==> src/rtl/skid_buffer_pkg.sv <==
// skid_buffer_pkg: shared constants for the skid buffer slice
package skid_buffer_pkg;
  localparam int DEFAULT_WIDTH = 32;
endpackage

==> src/rtl/skid_buffer_stage.sv <==
// skid_buffer_stage: one valid+data register with load/clear enables
module skid_buffer_stage
  import skid_buffer_pkg::*;
#(
  parameter int WIDTH = DEFAULT_WIDTH
) (
  input  logic             clk,
  input  logic             rst,
  input  logic             load,
  input  logic             clear,
  input  logic [WIDTH-1:0] d,
  output logic             valid,
  output logic [WIDTH-1:0] data
);
  always_ff @(posedge clk) begin
    if (rst) begin
      valid <= 1'b0;
      data  <= '0;
    end else if (load) begin
      valid <= 1'b1;
      data  <= d;
    end else if (clear) begin
      valid <= 1'b0;
    end
  end
endmodule

==> src/rtl/skid_buffer.sv <==
// skid_buffer: two-entry valid/ready register slice with fully registered outputs
module skid_buffer
  import skid_buffer_pkg::*;
#(
  parameter int WIDTH = DEFAULT_WIDTH
) (
  input  logic             clk,
  input  logic             rst_n,
  input  logic             in_valid,
  output logic             in_ready,
  input  logic [WIDTH-1:0] in_data,
  output logic             out_valid,
  input  logic             out_ready,
  output logic [WIDTH-1:0] out_data
);
  logic             in_fire, main_free, main_load, main_clear, skid_load, skid_clear, skid_next;
  logic             skid_valid;
  logic [WIDTH-1:0] skid_data, main_d;
  // rst_n is active-high despite its name
  always_comb begin
    in_fire    = in_valid & in_ready;
    main_free  = !out_valid | out_ready;
    main_load  = main_free & (skid_valid | in_fire);
    main_clear = main_free & !skid_valid & !in_fire;
    main_d     = skid_valid ? skid_data : in_data;
    skid_load  = !main_free & in_fire;
    skid_clear = main_free & skid_valid;
    skid_next  = skid_load | (skid_valid & !skid_clear);
  end
  skid_buffer_stage #(.WIDTH(WIDTH)) u_main (
    .clk(clk), .rst(rst_n), .load(main_load), .clear(main_clear),
    .d(main_d), .valid(out_valid), .data(out_data)
  );
  skid_buffer_stage #(.WIDTH(WIDTH)) u_skid (
    .clk(clk), .rst(rst_n), .load(skid_load), .clear(skid_clear),
    .d(in_data), .valid(skid_valid), .data(skid_data)
  );
  always_ff @(posedge clk) begin
    if (rst_n) in_ready <= 1'b1;
    else       in_ready <= !skid_next;
  end
endmodule

==> config.mk <==
export PLATFORM = sky130hd
export DESIGN_NAME = skid_buffer
export DESIGN_NICKNAME = d
export VERILOG_FILES = /design/src/rtl/skid_buffer_pkg.sv /design/src/rtl/skid_buffer_stage.sv /design/src/rtl/skid_buffer.sv
export SDC_FILE = /design/constraint.sdc
export NUM_CORES = 1
export LEC_CHECK = 0
export CORE_MARGIN = 4
export CORE_UTILIZATION = 40
export DETAILED_ROUTE_END_ITERATION = 16
export PLACE_DENSITY_LB_ADDON = 0.08
export SYNTH_ARGS = -nofsm -noshare
export SYNTH_HDL_FRONTEND = slang
export SYNTH_SLANG_ARGS = --single-unit
export TNS_END_PERCENT = 10
==> constraint.sdc <==
create_clock -name clk -period 3.5 [get_ports clk]
set_input_delay 1.05 -clock clk [delete_from_list [all_inputs] [get_ports clk]]
set_output_delay 1.05 -clock clk [all_outputs]
set_load 0.02 [all_outputs]
==> impl_metrics.env <==
export IMPL_status="finished, final reports clean"
export IMPL_hp_start="u_skid.data[9]"
export IMPL_hold_end="u_skid.data[9]"
export IMPL_post_drt_wl_per_cell_um=15.5
export IMPL_required_ns=2.45
export IMPL_initial_core_util_pct=41.7
export IMPL_holdWs_ns=0.454
export IMPL_p_leak_nw=1.23
export IMPL_worst_setup_path_start_kind="flop"
export IMPL_grt_start_max_net_pins=35
export IMPL_route_detailed_drc=0
export IMPL_die_x_um=92.6
export IMPL_fin_crit_sh_pct=69.4
export IMPL_end_kind="primary output"
export IMPL_post_cts_buffers=0
export IMPL_clockBufferDepth=2
export IMPL_ir_drop_uv=270
export IMPL_antenna_found_initial=0
export IMPL_synthCells=297
export IMPL_synth_cell_types=18
export IMPL_syn_nets=333
export IMPL_postRouteAntennaNets=0
export IMPL_worst_pin_slew_ns=0.783
export IMPL_cts_sinks=67
export IMPL_grt_pass1_wl_um=11700
export IMPL_rrSetupSlack_ns=1.92
export IMPL_first_iter_violations=65
export IMPL_critPathTopFamily="buffers and inverters"
export IMPL_hpwl_um=4500
export IMPL_cp_slowest_cell="clkdlybuf4s50_1"
export IMPL_ys_seq_area_share_pct=46.8
export IMPL_vias=2332
export IMPL_cp_max_fo=5
export IMPL_grt_total_usage_pct=17.3
export IMPL_setup_tns_ns=0
export IMPL_ys_ff_latch=67
export IMPL_area_delta_synth_final_pct=30.8
export IMPL_drive_gt1_share_pct=16.1
export IMPL_io_pins=70
export IMPL_r2r_cells=3
export IMPL_timing_fmax_mhz=412
export IMPL_finClkSkew_ns=0.00729
export IMPL_post_place_ws_ns=0.939
export IMPL_worstPathCellList="clkdlybuf4s50_1"
export IMPL_rsz0062_at_grt="no"
export IMPL_row_count=30
export IMPL_setup_viol_count_final=0
export IMPL_power_per_cell_area_mw_per_mm2=461
export IMPL_holdCritPathClass="flop to flop"
export IMPL_postRouteWirelength_um=7090
export IMPL_cp_num_buf_inv=1
export IMPL_synth_area_per_cell_um2=9.65
export IMPL_r2r_start="u_skid.valid"
export IMPL_fp_dieArea_mm2=0.00858
export IMPL_fin_cells=457
export IMPL_worstHoldPathCells=2
export IMPL_post_cts_resized=0
export IMPL_max_slew_margin_rel_pct=47.8
export IMPL_setup_slack_ns=1.07
export IMPL_drv_slew=0
export IMPL_min_period_ns=2.43
export IMPL_crit_path_max_incr_delay_ns=0.64
export IMPL_cts_buffers_inserted=9
export IMPL_place_gp_congestion=0.686
export IMPL_place_inst=442
export IMPL_clk_pin_slew_ns=0.06
export IMPL_r2r_end="u_main.data[18]"
export IMPL_portBuffers=69
export IMPL_synth_area_mm2=0.00287
export IMPL_core_area_mm2=0.00687
export IMPL_cts_root_buf="clkbuf_8"
export IMPL_htreeDepth=3
export IMPL_antenna_cells=0
export IMPL_die_h_um=92.6
export IMPL_crit_type="flop to primary output"
export IMPL_synth_warnings=0
export IMPL_grt_pass1_vias=2249
export IMPL_dr_pass1_iters=4
export IMPL_critPathArrivalTime_ns=1.38
export IMPL_overflow=0
export IMPL_insertion_delay_ns=0.34
export IMPL_maxCapViolCount=0
export IMPL_hold_viol_final=0
export IMPL_fin_nets=393
export IMPL_via_per_inst=5.10
export IMPL_tritoncts="yes"
export IMPL_cts_hold_buffers=0
state kept, by name (all words and copies together), names as in the netlist:
signal,count
u_main.data,32
u_skid.data,32
u_main.valid,1
u_skid.valid,1
in_ready,1
per-stage QoR:
step	power [mW]	util (%)	instance area, µm²
2_1_floorplan	1.03	-	2870
3_3_place_gp	1.16	51.9	3570
3_5_place_dp	1.17	51.9	3570
4_1_cts	1.76	54.6	3750
5_1_grt	1.81	54.6	3750
6_report	1.73	54.6	3750
synth_stat cells:
cell       n  area share (%)
mux2i_1   32              11
buf_12     3             2.1
buf_1      2            0.26
buf_2      9             1.6
clkbuf_1  13             1.7
or3_1      1            0.22
and2_4     1            0.31
inv_2      1            0.13
a21o_4     1            0.52
nand2b_1   1            0.22
a21oi_1   66              12
a211oi_1   2            0.52
dfxtp_1   67              47
buf_6      2            0.79
nand2_1   64             8.4
nand4b_1   1            0.31
a211oi_2  30              13
and4b_1    1            0.35
power by group:
group | total [mW] | switching (mW) | leakage, nW | internal [mW]
registers | 0.832 | 0.0254 | 0.550 | 0.806
logic | 0.314 | 0.163 | 0.590 | 0.151
clock network | 0.581 | 0.271 | 0.0953 | 0.309
layout by cell type, fill, tap and decap left out:
master           instances
a211oi_1                 2
a211oi_2                30
a21o_4                   1
a21oi_1                 66
and2_4                   1
and4b_1                  1
buf_12                   1
buf_2                    1
buf_4                    8
clkbuf_1                 1
clkbuf_8                12
clkdlybuf4s50_1         68
clkinv_2                 2
dfxtp_1                 66
dfxtp_2                  1
inv_2                    1
mux2i_1                 32
nand2_1                 64
nand2b_1                 1
nand4b_1                 1
or3_1                    1
kinds of logic (layout without fill, tap and decap cells):
| logic type | Yosys count | count (layout) | share of synthesized area (%) |
|---|---|---|---|
| AND/OR/NAND/NOR | 69 | 69 | 9.78 |
| flip-flops | 67 | 67 | 46.8 |
| buffers and inverters | 30 | 94 | 6.55 |
| multiplexers | 32 | 32 | 11.2 |
| AO/OA/AOI/OAI | 99 | 99 | 25.7 |
how the worst max path moves through the flow:
stage                       to  depth (start not counted)      start
4_1_cts               in_ready                          1   in_ready
3_5_place_dp   u_main.data[31]                          4  out_ready
2_1_floorplan  u_main.data[10]                          6  out_ready
6_report              in_ready                          1   in_ready
3_3_place_gp   u_main.data[31]                          4   in_valid
5_1_grt               in_ready                          1   in_ready
layer usage:
layer	wire, µm	track usage [%]	up-vias
met5	0	0	-
met4	62	4.76	0
met3	397	6.99	5
met2	3480	27.7	53
met1	3140	21.7	1115
li1	-	-	1159
area by class of cell:
type                       count  area [µm²]
clock inverter                 2        10.0
inverter                       1        3.75
clock buffer                  13         169
tap                           96         120
timing repair buffer          78         766
sequential                    67        1340
fill                         625        3120
multi-input combinational    200        1340
No activity file was read; power rests on OpenSTA's default activity.
